==> src/rtl/uart_rx_fifo_pkg.sv <==
// Shared defaults and types for the UART receive buffer.
package uart_rx_fifo_pkg;

    localparam int DATA_W_DEF   = 8;
    localparam int DEPTH_DEF    = 16;
    localparam int TO_TICKS_DEF = 64;

    // Character-timeout tracker: IDLE while empty, COUNT while waiting for
    // activity, EXPIRED once the inactivity window has elapsed.
    typedef enum logic [1:0] {
        IDLE    = 2'd0,
        COUNT   = 2'd1,
        EXPIRED = 2'd2
    } uart_rxfifo_state_e;

endpackage

==> src/rtl/uart_rx_fifo_core.sv <==
// Generic first-word-fall-through FIFO: storage, wrapping pointers, explicit level.
// The caller qualifies push/pop; this block trusts them and never checks full/empty.
module uart_fifo_core #(
    parameter int DEPTH  = 16,
    parameter int DATA_W = 8,
    localparam int AW    = $clog2(DEPTH),
    localparam int LVL_W = $clog2(DEPTH) + 1
) (
    input  logic              clk,
    input  logic              rst,
    input  logic              push,
    input  logic              pop,
    input  logic [DATA_W-1:0] wr_data,
    output logic [DATA_W-1:0] rd_data,
    output logic              empty,
    output logic              full,
    output logic [LVL_W-1:0]  level
);

    logic [DATA_W-1:0] mem [DEPTH];
    logic [AW-1:0]     wr_ptr;
    logic [AW-1:0]     rd_ptr;

    // Storage write; contents need no reset because level gates visibility.
    always_ff @(posedge clk) begin
        if (push) begin
            mem[wr_ptr] <= wr_data;
        end
    end

    // Pointer and level bookkeeping; pointers wrap naturally at DEPTH.
    always_ff @(posedge clk) begin
        if (rst) begin
            wr_ptr <= '0;
            rd_ptr <= '0;
            level  <= '0;
        end else begin
            if (push) wr_ptr <= wr_ptr + AW'(1);
            if (pop)  rd_ptr <= rd_ptr + AW'(1);
            case ({push, pop})
                2'b10:   level <= level + LVL_W'(1);
                2'b01:   level <= level - LVL_W'(1);
                default: level <= level;
            endcase
        end
    end

    assign empty   = (level == '0);
    assign full    = (level == LVL_W'(DEPTH));
    assign rd_data = empty ? '0 : mem[rd_ptr];

endmodule

==> src/rtl/uart_rx_fifo.sv <==
// UART receive buffer: captures bytes from uart_rx, flags overrun, level
// threshold and character timeout, and offers an FWFT read port.
// Interface semantics: valid_rx is a single-cycle strobe with no back-pressure;
// a byte offered while full (and not popped that cycle) is dropped and flagged.
// rd_en pops the head at the clock edge when non-empty and is ignored when empty.
module uart_rx_fifo
    import uart_rx_fifo_pkg::*;
#(
    parameter int DEPTH    = DEPTH_DEF,
    parameter int DATA_W   = DATA_W_DEF,
    parameter int TO_TICKS = TO_TICKS_DEF,
    localparam int LVL_W   = $clog2(DEPTH) + 1
) (
    input  logic               clk,
    input  logic               rst,
    input  logic               valid_rx,
    input  logic [DATA_W-1:0]  rsr,
    input  logic               pls_rx,
    input  logic               rd_en,
    output logic [DATA_W-1:0]  rd_data,
    output logic               empty,
    output logic               full,
    output logic [LVL_W-1:0]   level,
    input  logic [LVL_W-1:0]   thresh,
    output logic               irq_thresh,
    output logic               overrun,
    input  logic               clr_overrun,
    output logic               timeout,
    output uart_rxfifo_state_e dbg_to_state
);

    localparam int TO_W = $clog2(TO_TICKS + 1);

    logic               push;
    logic               pop;
    logic               drop;
    logic               last_out;
    uart_rxfifo_state_e state, state_n;
    logic [TO_W-1:0]    to_cnt, to_cnt_n;

    // A pop frees a slot, so a full FIFO still accepts a byte in the same cycle.
    assign pop      = rd_en && !empty;
    assign push     = valid_rx && (!full || pop);
    assign drop     = valid_rx && full && !pop;
    assign last_out = pop && !push && (level == LVL_W'(1));

    uart_fifo_core #(
        .DEPTH  (DEPTH),
        .DATA_W (DATA_W)
    ) u_core (
        .clk     (clk),
        .rst     (rst),
        .push    (push),
        .pop     (pop),
        .wr_data (rsr),
        .rd_data (rd_data),
        .empty   (empty),
        .full    (full),
        .level   (level)
    );

    // Sticky overrun; a fresh drop outranks a simultaneous clear.
    always_ff @(posedge clk) begin
        if (rst) begin
            overrun <= 1'b0;
        end else if (drop) begin
            overrun <= 1'b1;
        end else if (clr_overrun) begin
            overrun <= 1'b0;
        end
    end

    // Threshold 0 disables the interrupt; values above DEPTH can never be met.
    assign irq_thresh = (thresh != '0) && (level >= thresh);

    // Timeout state and tick counter registers.
    always_ff @(posedge clk) begin
        if (rst) begin
            state  <= IDLE;
            to_cnt <= '0;
        end else begin
            state  <= state_n;
            to_cnt <= to_cnt_n;
        end
    end

    // Timeout next-state: any push/pop restarts the window; ticks only count in COUNT.
    always_comb begin
        state_n  = state;
        to_cnt_n = to_cnt;
        case (state)
            IDLE: begin
                to_cnt_n = '0;
                if (push) state_n = COUNT;
            end
            COUNT: begin
                if (push || pop) begin
                    to_cnt_n = '0;
                    if (last_out) state_n = IDLE;
                end else if (pls_rx) begin
                    to_cnt_n = to_cnt + TO_W'(1);
                    if (to_cnt_n == TO_W'(TO_TICKS)) state_n = EXPIRED;
                end
            end
            EXPIRED: begin
                if (push || pop) begin
                    to_cnt_n = '0;
                    state_n  = last_out ? IDLE : COUNT;
                end
            end
            default: begin
                state_n  = IDLE;
                to_cnt_n = '0;
            end
        endcase
    end

    assign timeout      = (state == EXPIRED);
    assign dbg_to_state = state;

endmodule

==> config.mk <==
export PLATFORM = sky130hd
export DESIGN_NAME = uart_rx_fifo
export DESIGN_NICKNAME = d
export VERILOG_FILES = /design/src/rtl/uart_rx_fifo_pkg.sv /design/src/rtl/uart_rx_fifo_core.sv /design/src/rtl/uart_rx_fifo.sv
export SDC_FILE = /design/constraint.sdc
export NUM_CORES = 1
export LEC_CHECK = 0
export CAP_MARGIN = 20
export CELL_PAD_IN_SITES_DETAIL_PLACEMENT = 2
export CELL_PAD_IN_SITES_GLOBAL_PLACEMENT = 2
export CORE_MARGIN = 5
export CORE_UTILIZATION = 51
export CTS_CLUSTER_SIZE = 8
export DETAILED_ROUTE_END_ITERATION = 10
export DONT_BUFFER_PORTS = 1
export GPL_ROUTABILITY_DRIVEN = 0
export GPL_TIMING_DRIVEN = 0
export PLACE_DENSITY_LB_ADDON = 0.1
export SYNTH_ARGS = -nofsm -noshare
export SYNTH_HDL_FRONTEND = slang
export SYNTH_SLANG_ARGS = --single-unit
==> constraint.sdc <==
create_clock -name clk -period 7.55 [get_ports clk]
set_input_delay 0.755 -clock clk [delete_from_list [all_inputs] [get_ports clk]]
set_output_delay 0.755 -clock clk [all_outputs]
set_load 0.01 [all_outputs]
# --- Word-level counts from Yosys, hierarchy flattened ---
# Memory sizes are Yosys's and may differ from the RTL's. A register that Yosys moved wholly into a read port is not among the register bits.
# Index checks and enable logic that the tools add are counted.
totals:
  regBits: 23
  mem_bits_rw: 128
  input_bits: 19
  out_inout_bits: 20
  memories: 1
classes:
  n_addsub: 5
  order_cmp: 1
  n_eq_ne: 12
  mux: 20
  reduce_logical: 20
mem_list:
  columns: ["memory", "words", "width", "rd", "rd_ports_with_merged_regs", "wr", "line", "source"]
  rows:
  - ["u_core.mem", 16, 8, 1, 1, 1, "uart_rx_fifo_core.sv:20", "logic [DATA_W-1:0] mem [DEPTH];"]
ops:
  columns: ["cell", "count"]
  rows:
  - ["$mux 7", 3]
  - ["$pmux 7 s2", 1]
  - ["$mux 2", 6]
  - ["$pmux 5 s2", 1]
  - ["$ne 3x3->1 const B", 3]
  - ["$add 4x1->4 const B", 2]
  - ["$mux 4", 2]
  - ["$mux 8", 1]
  - ["$add 7x1->7 const B", 1]
  - ["$eq 7x7->1 const B", 1]
  - ["$logic_and 1x1->1", 7]
  - ["$pmux 2 s3", 1]
  - ["$add 5x1->5 const B", 1]
  - ["$eq 5x1->1 const B", 1]
  - ["$eq 5x5->1 const B", 1]
  - ["$ge 5x5->1", 1]
  - ["$logic_not 5->1", 1]
  - ["$mux 1", 5]
  - ["$reduce_and 5->1", 1]
  - ["$reduce_bool 5->1", 1]
  - ["$sub 5x1->5 const B", 1]
  - ["$eq 2x1->1 const B", 2]
  - ["$eq 2x2->1 const B", 2]
  - ["$logic_not 1->1", 4]
  - ["6 further kinds", 8]

# --- Logic depth before layout (Yosys ltp) ---
# Gate-level depths: netlist of the first run.
depth:
  depth_word: 11
  depth_mapped: 13
  depth_no_buf: 11

# --- By module ---
# A second synthesis of the first run with hierarchy kept.
unflattened:
  hier_cells: 415
  area_unflattened_um2: 6660.1
by_module_without_submodules:
  columns: ["mod", "instances", "cells_each", "area_per_inst_um2", "seq_area_each_um2"]
  rows:
  - ["uart_fifo_core", 1, 321, 5930.7, 4184.0]
  - ["uart_rx_fifo", 1, 94, 729.4, 200.2]

# --- Worst setup path before layout of the first run ---
# OpenSTA, ideal clock, no wires.
synth_path:
  kind: "flip-flop to flip-flop"
  from: "reg u_core.level[0]"
  to: "reg state[1], in the netlist dbg_to_state[1]"
  setup_ns: 0.117
  arrival_time_ns: 2.625
  required_ns: 7.433
  slack_ns: 4.808
  stages_incl_launch_ff: 14
  synth_period_minus_slack_ns: 2.742
  cell_sequence: "dfxtp_1 inv_1 ha_1 nor4b_4 nor2b_1 clkbuf_1 inv_1 ha_1 nor4bb_1 a21o_1 clkbuf_1 a211oi_1 o21a_1 a32o_1"
synth_via:
  elab_chain_cells: 10
synth_lines:
  columns: ["element", "line", "source"]
  rows:
  - ["from (decl)", "uart_rx_fifo_core.sv:17", "output logic [LVL_W-1:0] level"]
  - ["from (signal assigned)", "uart_rx_fifo_core.sv:41", "2'b10: level <= level + LVL_W'(1);"]
  - ["from (signal assigned)", "uart_rx_fifo_core.sv:42", "2'b01: level <= level - LVL_W'(1);"]
  - ["from (signal assigned)", "uart_rx_fifo_core.sv:43", "default: level <= level;"]
  - ["$logic_not 5->1 *", "uart_rx_fifo_core.sv:48", "assign empty = (level == '0);"]
  - ["net empty", "uart_rx_fifo.sv:21", "output logic empty,"]
  - ["$logic_not 1->1 *", "uart_rx_fifo.sv:42", "assign pop = rd_en && !empty;"]
  - ["$logic_and 1x1->1 *", "uart_rx_fifo.sv:42", null]
  - ["net pop", "uart_rx_fifo.sv:35", "logic pop;"]
  - ["$logic_or 1x1->1", "uart_rx_fifo.sv:43", "assign push = valid_rx && (!full || pop);"]
  - ["$logic_and 1x1->1", "uart_rx_fifo.sv:43", null]
  - ["$logic_not 1->1", "uart_rx_fifo.sv:45", "assign last_out = pop && !push && (level == LVL_W'(1));"]
  - ["$logic_and 1x1->1 (2 in series)", "uart_rx_fifo.sv:45", null]
  - ["$ne 3x3->1 (no line)", null, null]
  - ["$reduce_and 5->1 (no line)", null, null]
  - ["to (signal assigned)", "uart_rx_fifo.sv:82", "state <= state_n;"]
  - ["to (decl)", "uart_rx_fifo.sv:38", "uart_rxfifo_state_e state, state_n;"]
# The timed path passes the listed nets; every way through them passes the cells marked *.
# A chain may end at the register's enable or synchronous reset.

# --- Worst setup path after layout of the first run ---
# Ends and elaborated chain as after synthesis.

==> out/metrics.cfg, run 1 <==
[sta]
tightest_slew_ns = 1.18
finalHoldViolations = 0
setup_viol = 0
fmax_ghz = 0.271
hold_slack_ns = 0.420
drv_slew = 0
maxSlewHeadroom_pct = 21.3
min_period_over_period_pct = 48.8
grt_setup_unrepaired = no
clock-skew-final_ns = 0.0118
finalSetupTns_ns = 0
final.min_clock_period_ns = 3.68

[yosys]
synth-xor-area-share_pct = 1.62
yosys_register_bits = 155
syn-instance-count = 385
synthTopCellsByArea = edfxtp_1 (59%), mux4_2 (14%), dfxtp_1 (8.3%)
syn_nets = 422
synthMuxAreaShare_pct = 14.4
ys_seq_area_share_pct = 67.6
synth-edff-count = 128
synth_compound_area_share_pct = 3.01
synth_cell_types = 41
syn_area_per_cell_um2 = 16.8
synth_top_cell_area_share_pct = 59.3
synth-simple-area-share_pct = 7.72
synth_top_family_by_area = multiplexers
synth_area_leader_cell = edfxtp_1
yosys_warnings = 0
synth_fa_ha_area_share_pct = 3.47
async_flop_share_pct = 0
synthFlopType = edfxtp_1
synth_area_um2 = 6480

[worst_setup_path]
startpoint_type = flop
arrival_ns = 4.00
crit_chain = inv_1, ha_1, nor4b_4, nor2b_1, clkbuf_1, inv_1, ha_1, nor4bb_1, a21o_1, clkbuf_1, a211oi_1, o21a_1, a32o_1
reg2reg_depth = 13
cpPeakStageDelay_ns = 0.73
cp.required_ns = 7.87
endpoint_kind = flop
r2r_slack_ns = 3.87
worst_path_max_delay_cell = nor4b_4
r2r_end = dbg_to_state[1]
rr_startpoint = u_core.level[0]
startpoint = u_core.level[0]
crit_fanout = 10
critPathKind = flop to flop

[hold_path]
min_path_type = input pin to flop
hp-start = rsr[7]
hold_end = u_core.mem[12][7]
hold_depth = 0

[power_and_ir_drop]
power.switching_mw = 0.701
p_comb_share_pct = 23.5
p_per_area_nw_per_um2 = 323
p_int_mw = 1.66
clockPowerShare_pct = 33.9
power_frac_seq_pct = 42.6
leakagePower_nw = 2.38
netSwitchingFraction_pct = 29.7
peakVddDrop_v = 0.000189

[floorplan]
fp.dieH_um = 123
dieArea_um2 = 15100
rows = 41
start_util_pct = 51.6
core_um2 = 12600
die_x_um = 123
boundaryPins = 39

[global_route]
grt_pass1_wl_um = 28600
grt_max_degree = 17
antenna_found_initial = 0
first_global_vias = 4091
overflow = 0
gr-usage-all-layers_pct = 27.7

[layout]
final_common_cell = edfxtp_1
nets = 446
diodes = 0
fillers = 1079
area_growth_pct = 12.4
drive_gt1_share_pct = 19.7
final_cell_mix = edfxtp_1 (128), mux4_2 (40), nor2_1 (33), dfxtp_1 (27), ha_1 (18)
fin_area_um2 = 7290

[drt]
drt_iter0_markers = 530
drc = 0
vias_per_cell = 6.37
totalWireLength_um = 19200
ant_nets = 0
vias = 3783
firstDrtPassIters = 5
wl_per_cell_um = 32.4

[clocking]
numCtsBuffers = 17
clock_latency_ns = 0.43
cts_resized = 0
cts_setup_buffers = 0
clockBufferDepth = 2
clkTransAtPathRegs_ns = 0.07
cts.sink_count = 155
hold_buffers = 0
h-tree-depth = 4
cts_tree = yes
clock_tree.root_cell = clkbuf_16

[placed_design]
port_buffers = 0
place_area_um2 = 6740
dp_hpwl_um = 11500

[flow_run]
cap_violations = 0

[run_status]
status = complete, no violations

[registers in the layout, indices dropped and copies added, names as in the netlist, named ones only]
signal and count:
u_core.level 5, u_core.rd_ptr 4, u_core.mem 128, to_cnt 7, u_core.wr_ptr 4, overrun 1
dbg_to_state 2
[power by group through the flow]
| stage | clock, mW | combinational (mW) | sequential [mW] |
|---|---|---|---|
| 6_report | 0.798 | 0.554 | 1.00 |
| 5_1_grt | 0.845 | 0.599 | 1.01 |
| 4_1_cts | 0.810 | 0.566 | 1.01 |
| 3_5_place_dp | 0 | 0.542 | 1.02 |
| 3_3_place_gp | 0 | 0.511 | 1.02 |
| 2_1_floorplan | 0 | 0.405 | 1.01 |
[worst max-delay path, delay by kind of cell (launching register included)]
| kind | cells | cell delay [ns] |
|---|---|---|
| buffers and inverters | 4 | 0.88 |
| AO/OA/AOI/OAI | 4 | 0.63 |
| adder cells (fa/ha/maj) | 2 | 0.39 |
| AND/OR/NAND/NOR | 3 | 1.26 |
| flip-flops | 1 | 0.42 |
[routing by layer]
layer / global-route usage (%) / up-vias / share of wire (%)
met4: 9.73 / 0 / 2.1
met2: 47.7 / 199 / 52
li1: - / 1546 / -
met3: 6.13 / 32 / 6.6
met5: 0 / - / 0
met1: 34.8 / 2006 / 39
[synthesized netlist by cell type (3+ instances only)]
library cell  number
nor3_1             5
o21ai_0            8
mux4_2            40
edfxtp_1         128
nand3_1            3
buf_2              3
nand2b_1           4
xor2_1             6
xnor2_1            6
a21oi_1           12
clkbuf_1           8
buf_1              4
ha_1              18
nor2b_1           13
nor2_1            33
a31oi_1            4
inv_1             14
nand3b_1           3
nand2_1           11
buf_4              4
and3_1             3
dfxtp_1           27
[through the flow]
step / utilization [%] / setup slack [ns] / std cells / power (mW)
6_report: 58.0 / 3.87 / 594 / 2.36
3_3_place_gp: 53.3 / 4.08 / 557 / 1.53
4_1_cts: 57.8 / 3.83 / 591 / 2.38
2_1_floorplan: - / 4.81 / 385 / 1.41
5_1_grt: 58.0 / 3.54 / 594 / 2.45
3_5_place_dp: 53.6 / 3.91 / 559 / 1.56
[kinds of logic (layout without fill, tap and decap cells)]
| group | count (synthesis) | count (layout) |
|---|---|---|
| AND/OR/NAND/NOR | 91 | 91 |
| multiplexers | 43 | 43 |
| flip-flops | 155 | 155 |
| buffers and inverters | 33 | 70 |
| adder cells (fa/ha/maj) | 18 | 18 |
| AO/OA/AOI/OAI | 33 | 33 |
| XOR/XNOR | 12 | 12 |
[final cells by class]
cell class              instances  area (µm²)  share of cell area (%)
plain buffers                  19        90.1                    1.24
well taps                     172         215                    2.95
repair buffers                  5        52.6                   0.721
multi-input cells             197        1980                    27.1
clock buffers                  22         444                    6.09
inverters                      14        52.6                   0.721
clock inverters                10        75.1                    1.03
flip-flops and latches        155        4380                    60.1
[how the worst max path moves through the flow]
stage                                  to  slack (ns)  cells past startpoint
after global placement    dbg_to_state[1]        4.08                     13
final                     dbg_to_state[1]        3.87                     13
after global routing      dbg_to_state[1]        3.54                     13
after detailed placement  dbg_to_state[1]        3.91                     13
after floorplan           dbg_to_state[1]        4.81                     13
after CTS                 dbg_to_state[1]        3.83                     13
No activity file was read; power rests on OpenSTA's default activity.
==> run 2, diff against run 1 <==
Settings changed: CORE_UTILIZATION 51 to 43.
Clock period 7.55 ns to 3.2 ns, I/O delays scaled along.
==> run 2 against run 1 <==
Flip-flop and latch count unchanged. Sequential share of layout area down 2.1 points. Global-route usage down 4.4 points. Cell area increased by 3.7%. Critical path type unchanged. Largest power group unchanged. Via count down 3.0%. Highest routed layer unchanged. Clock power rose to 2.9 times the previous value. Combinational power grew to 2.5 times the previous value. Final cell count up 3.9%. First-iteration DRC count is 12% lower. Routed wire length rose by 1.2%. Setup slack worse by 3.7 ns.
==> out/metrics.cfg, run 2 (synthesized netlist as in run 1, its figures left out) <==
[sta]
clock-skew-final_ns = 0.0172  ; +0.00536 ns
fin_ws_ns = 0.151  ; -3.71 ns
finalSetupTns_ns = 0  ; unchanged
drv_slew = 0  ; unchanged
fmax_ghz = 0.328  ; +21%
tightest_slew_ns = 1.13  ; -0.0488 ns
finalHoldViolations = 0  ; unchanged
setup_viol = 0  ; unchanged
min_period_over_period_pct = 95.3  ; +46 points
grt_setup_unrepaired = no
final.min_clock_period_ns = 3.05  ; -0.636 ns
maxSlewHeadroom_pct = 24.5  ; +3.3 points

[drt]
totalWireLength_um = 19500  ; +1.2%
firstDrtPassIters = 4  ; -1
wl_per_cell_um = 31.6  ; -2.6%
vias = 3671  ; -3.0%
drc = 0  ; unchanged
ant_nets = 0  ; unchanged
vias_per_cell = 5.95  ; -6.6%
drt_iter0_markers = 467  ; -12%

[layout]
nets = 457  ; +2.5%
area_growth_pct = 16.6
final_cell_mix = edfxtp_1 (128), mux4_2 (40), nor2_1 (33), dfxtp_1 (25), clkbuf_16 (17)
diodes = 0  ; unchanged
largest-register = u_core.mem
fillers = 1331  ; +23%
final_common_cell = edfxtp_1
seqCellArea_um2 = 4390  ; +0.17%
multi_input_area_um2 = 2010  ; +1.4%
layout.cells.non_filler = 617  ; +3.9%
drive_gt1_share_pct = 22.4  ; +2.7 points
largest_reg_flops = 128  ; unchanged
reg_top3 = u_core.mem (128), to_cnt (7), u_core.level (5)
fin_area_um2 = 7560  ; +3.7%

[run_status]
status = complete, no violations

[flow_run]
cap_violations = 0  ; unchanged

[worst_setup_path]
crit_fanout = 9  ; -1
endpoint_kind = flop
cp.required_ns = 3.54  ; -4.33 ns
startpoint_type = flop
crit_chain = nor4b_4, nor2b_1, buf_4, inv_1, ha_2, nand3b_1, or2_4, or4b_1, a21oi_1
critPathKind = flop to flop
cpPeakStageDelay_ns = 0.77  ; +0.04 ns
arrival_ns = 3.39  ; -0.61 ns
worst_path_max_delay_cell = nor4b_4

[global_route]
gr-usage-all-layers_pct = 23.4  ; -4.4 points
first_global_vias = 4083  ; -0.20%
overflow = 0  ; unchanged
grt_max_degree = 17  ; unchanged
grt_pass1_wl_um = 29100  ; +1.5%
antenna_found_initial = 1  ; +1

[placed_design]
place_area_um2 = 6740  ; about the same
pre_cts_ws_ns = -0.403  ; -4.31 ns
port_buffers = 0  ; unchanged
dpl.cell_count = 573  ; +2.5%
dp_hpwl_um = 11900  ; +3.5%

[clocking]
clockBufferDepth = 2  ; unchanged
h-tree-depth = 4  ; unchanged
cts_tree = yes
clkTransAtPathRegs_ns = 0.06  ; about the same
cts.sink_count = 155  ; unchanged
numCtsBuffers = 17  ; unchanged
clock_latency_ns = 0.44  ; about the same
clock_tree.root_cell = clkbuf_16

[hold_path]
min_path_type = input pin to flop

[floorplan]
start_util_pct = 44.3  ; -7.3 points
die_x_um = 133  ; +8.2%
core_um2 = 14600  ; +17%
boundaryPins = 39  ; unchanged
dieArea_um2 = 17600  ; +17%
fp.dieH_um = 133  ; +8.2%
rows = 44  ; +7.3%

[power_and_ir_drop]
p_per_area_nw_per_um2 = 809  ; +150%
peakVddDrop_v = 0.000401  ; +110%
leakagePower_nw = 2.48  ; +4.3%

==> run 2: layout make-up <==
| cell class | instances | area share [%] |
|---|---|---|
| well taps | 184 | 3.04 |
| clock buffers | 18 | 5.67 |
| plain buffers | 19 | 1.34 |
| multi-input cells | 198 | 26.5 |
| inverters | 14 | 0.728 |
| clock inverters | 14 | 2.98 |
| flip-flops and latches | 155 | 58.1 |
| repair buffers | 15 | 1.65 |
==> run 2: worst paths after layout <==
check / start / to / slack [ns] / depth (start not counted)
setup reg to reg: u_core.level[3] / to_cnt[4] / 0.15 / 9
setup / recovery: u_core.level[3] / to_cnt[4] / 0.15 / 9
hold / removal: valid_rx / overrun / 0.07 / 2
hold reg to reg: to_cnt[6] / to_cnt[6] / 0.52 / 2
==> run 2: power by group <==
part / internal (mW) / total, mW / switching [mW]
sequential: 2.27 / 2.39 / 0.119
clock: 1.45 / 2.32 / 0.865
combinational: 0.655 / 1.41 / 0.759
==> run 2: metrics by stage <==
stage                     util, %  total power, mW  hold slack, ns
after floorplan                 -             3.33           0.419
final                        51.6             6.12          0.0662
after global placement       45.9             3.62           0.420
after global routing         51.6             6.37          0.0608
after CTS                    51.3             6.11          0.0534
after detailed placement     46.0             3.69           0.420
==> run 2: critical path, delay by kind of cell (launching register included) <==
family / cells / cell delay [ns]
simple gates: 5 / 1.81
flops: 1 / 0.52
buf+inv: 2 / 0.24
fa+ha+maj: 1 / 0.21
compound gates: 1 / 0.19
==> run 2: metal layers <==
metal	vias to the layer above	share of wire [%]	track usage (%)
li1	1563	-	-
met1	1974	40	29.0
met2	114	53	40.6
met3	20	4.9	5.16
met4	0	1.8	7.68
met5	-	0	0
==> run 2: what timing repair did <==
| action | in CTS | in global routing |
|---|---|---|
| buffers inserted | 0 | 3 |
| hold endpoints to repair | 128 | 0 |
| pin swaps | 1 | 0 |
| resized for setup | 11 | 10 |
| gates cloned | 1 | 0 |
| setup endpoints to repair | 10 | 7 |
| hold buffers | 8 | 0 |
==> run 3, diff against run 2 <==
Settings changed: CORE_UTILIZATION 43 to 45, CTS_BUF_LIST set to sky130_fd_sc_hd__clkbuf_4 sky130_fd_sc_hd__clkbuf_8, MAX_ROUTING_LAYER set to met4.
==> run 3 against run 2 <==
The run now fails in detailed placement (3_5_place_dp). Synthesized cell count unchanged. Synthesized area unchanged.
==> out/metrics.cfg, run 3 <==
[yosys]
ys_seq_area_share_pct = 67.6  ; unchanged
yosys_warnings = 0  ; unchanged
synthTopCellsByArea = edfxtp_1 (59%), mux4_2 (14%), dfxtp_1 (8.3%)
synth-xor-area-share_pct = 1.62  ; unchanged
synthMuxAreaShare_pct = 14.4  ; unchanged
synthFlopType = edfxtp_1
syn_nets = 422  ; unchanged
async_flop_share_pct = 0  ; unchanged
synth_area_leader_cell = edfxtp_1
synth_fa_ha_area_share_pct = 3.47  ; unchanged
yosys_register_bits = 155  ; unchanged
synth_top_family_by_area = multiplexers
synth_cell_types = 41  ; unchanged
synth_compound_area_share_pct = 3.01  ; unchanged
synth.most_common_cell = edfxtp_1
syn-instance-count = 385  ; unchanged
synth-edff-count = 128  ; unchanged
synth_common_cells = edfxtp_1 (128), mux4_2 (40), nor2_1 (33), dfxtp_1 (27), ha_1 (18)
synth_top_cell_area_share_pct = 59.3  ; unchanged
synth_area_um2 = 6480  ; unchanged
syn_area_per_cell_um2 = 16.8  ; unchanged
synth-simple-area-share_pct = 7.72  ; unchanged

[run_status]
stop_stage = detailed placement (3_5_place_dp)
status = aborted with a tool error
error_line = [ERROR DPL-0033] detailed placement checks failed during check placement.

[floorplan]
rows = 43  ; -2.3%
boundaryPins = 39  ; unchanged
fp.dieH_um = 130  ; -2.1%
die_x_um = 130  ; -2.1%
start_util_pct = 46.4  ; +2.1 points

[placed_design]
port_buffers = 0  ; unchanged
dp_hpwl_um = 10700  ; -9.9%

## run 3: cell counts after synthesis
Identical to the previous run, type by type.
## run 3: through the flow
stage,setup TNS [ns],setup WS (ns)
floorplan,0,0.458
global placement,-0.931,-0.297
## run 3: logic make-up after synthesis
group / count (synthesis)
buf+inv: 33
fa+ha+maj: 18
compound gates: 33
flops: 155
simple gates: 91
mux: 43
xor+xnor: 12
==> run 4, diff against run 3 <==
Settings changed: CELL_PAD_IN_SITES_DETAIL_PLACEMENT 2 to unset, CELL_PAD_IN_SITES_GLOBAL_PLACEMENT 2 to unset, CORE_UTILIZATION 45 to 40, CTS_BUF_LIST sky130_fd_sc_hd__clkbuf_4 sky130_fd_sc_hd__clkbuf_8 to unset, CTS_CLUSTER_SIZE 8 to unset, MAX_ROUTING_LAYER met4 to unset, PLACE_DENSITY_LB_ADDON 0.1 to 0.15.
Clock period 3.2 ns to 4.15 ns, I/O delays scaled along.
==> run 4 against run 3 <==
The flow now finishes without violations.
==> out/metrics.cfg, run 4 (synthesized netlist as in run 1, its figures left out) <==
[floorplan]
rows = 46  ; +7.0%
fp.dieH_um = 137  ; +5.6%
start_util_pct = 40.8  ; -5.5 points
dieArea_um2 = 18900
die_x_um = 137  ; +5.6%
boundaryPins = 39  ; unchanged
core_um2 = 15900

[worst_setup_path]
arrival_ns = 3.82
crit_fanout = 10
cp.required_ns = 4.47
startpoint_type = flop
cpPeakStageDelay_ns = 0.70
endpoint_kind = flop
crit_chain = inv_1, ha_1, nor4b_4, nor2b_1, clkbuf_1, inv_1, ha_1, nor4bb_1, a21o_1, clkbuf_1, a211oi_1, o21a_1, a32o_1
critPathKind = flop to flop
worst_path_max_delay_cell = nor4b_4

[sta]
clock-skew-final_ns = 0.00677
min_period_over_period_pct = 84.3
finalHoldViolations = 0
maxSlewHeadroom_pct = 32.2
drv_slew = 0
fmax_ghz = 0.286
final.min_clock_period_ns = 3.50
finalSetupTns_ns = 0
tightest_slew_ns = 1.01
hold_slack_ns = 0.0848
fin_ws_ns = 0.650
grt_setup_unrepaired = no
setup_viol = 0

[drt]
drt_iter0_markers = 198
vias_per_cell = 5.23
wl_per_cell_um = 20.5
firstDrtPassIters = 4
vias = 3303
ant_nets = 0
drc = 0
totalWireLength_um = 13000

[clocking]
cts.sink_count = 155
numCtsBuffers = 17
clock_tree.root_cell = clkbuf_16
cts_tree = yes
cts_setup_buffers = 0
hold_buffers = 0
h-tree-depth = 4
clkTransAtPathRegs_ns = 0.06
clock_latency_ns = 0.42
cts_resized = 0
clockBufferDepth = 2

[power_and_ir_drop]
leakagePower_nw = 2.39
p_per_area_nw_per_um2 = 589
power.total_mw = 4.35
peakVddDrop_v = 0.000335

[global_route]
grt_pass1_wl_um = 19900
grt_max_degree = 17
gr-usage-all-layers_pct = 14.9
antenna_found_initial = 0
first_global_vias = 3363
overflow = 0

[placed_design]
port_buffers = 0  ; unchanged
dp_hpwl_um = 8780  ; -18%
dpl.cell_count = 601
pre_cts_ws_ns = 0.604
place_area_um2 = 6780

[layout]
fillers = 1380
drive_gt1_share_pct = 20.0
reg_top3 = u_core.mem (128), to_cnt (7), u_core.level (5)
final_cell_mix = edfxtp_1 (128), mux4_2 (40), nor2_1 (33), dfxtp_1 (27), ha_1 (18)
fin_area_um2 = 7380
nets = 441
final_common_cell = edfxtp_1
multi_input_area_um2 = 1980
largest-register = u_core.mem
largest_reg_flops = 128
area_growth_pct = 13.8
diodes = 0
seqCellArea_um2 = 4380
layout.cells.non_filler = 632
post-route-util_pct = 46.5

[flow_run]
cap_violations = 0

[run_status]
status = complete, no violations

[hold_path]
min_path_type = input pin to flop

run 4: area by class of cell:
class,count,share of cell area [%]
clock inverters,12,2.34
flip-flops and latches,155,59.4
multi-input cells,197,26.8
well taps,216,3.66
clock buffers,19,5.87
inverters,14,0.712
plain buffers,19,1.22
run 4: metal layers:
metal / global-route usage, % / vias to the layer above / wire, µm
met3: 3.83 / 20 / 522
met1: 19.3 / 1686 / 5770
met2: 24.1 / 72 / 6450
met4: 5.99 / 0 / 229
li1: - / 1525 / -
met5: 0 / - / 0
run 4: where the power goes:
| group | leakage, nW | internal, mW | total (mW) | switching [mW] |
|---|---|---|---|---|
| logic | 0.726 | 0.448 | 0.936 | 0.488 |
| clock network | 0.285 | 0.999 | 1.59 | 0.595 |
| registers | 1.38 | 1.74 | 1.82 | 0.0751 |
| total | 2.39 | 3.19 | 4.35 | 1.16 |
run 4: worst paths after layout:
kind,start,end,slack [ns],cells after the start
hold reg to reg,to_cnt[1],to_cnt[1],0.51,2
setup reg to reg,u_core.level[0],dbg_to_state[1],0.65,13
setup / recovery,u_core.level[0],dbg_to_state[1],0.65,13
hold / removal,rsr[2],u_core.mem[3][2],0.08,0
run 4: critical path: cells and delay by family (launching register included):
family / cells / cell delay [ns]
fa+ha+maj: 2 / 0.37
buf+inv: 4 / 0.81
flops: 1 / 0.42
simple gates: 3 / 1.19
compound gates: 4 / 0.60
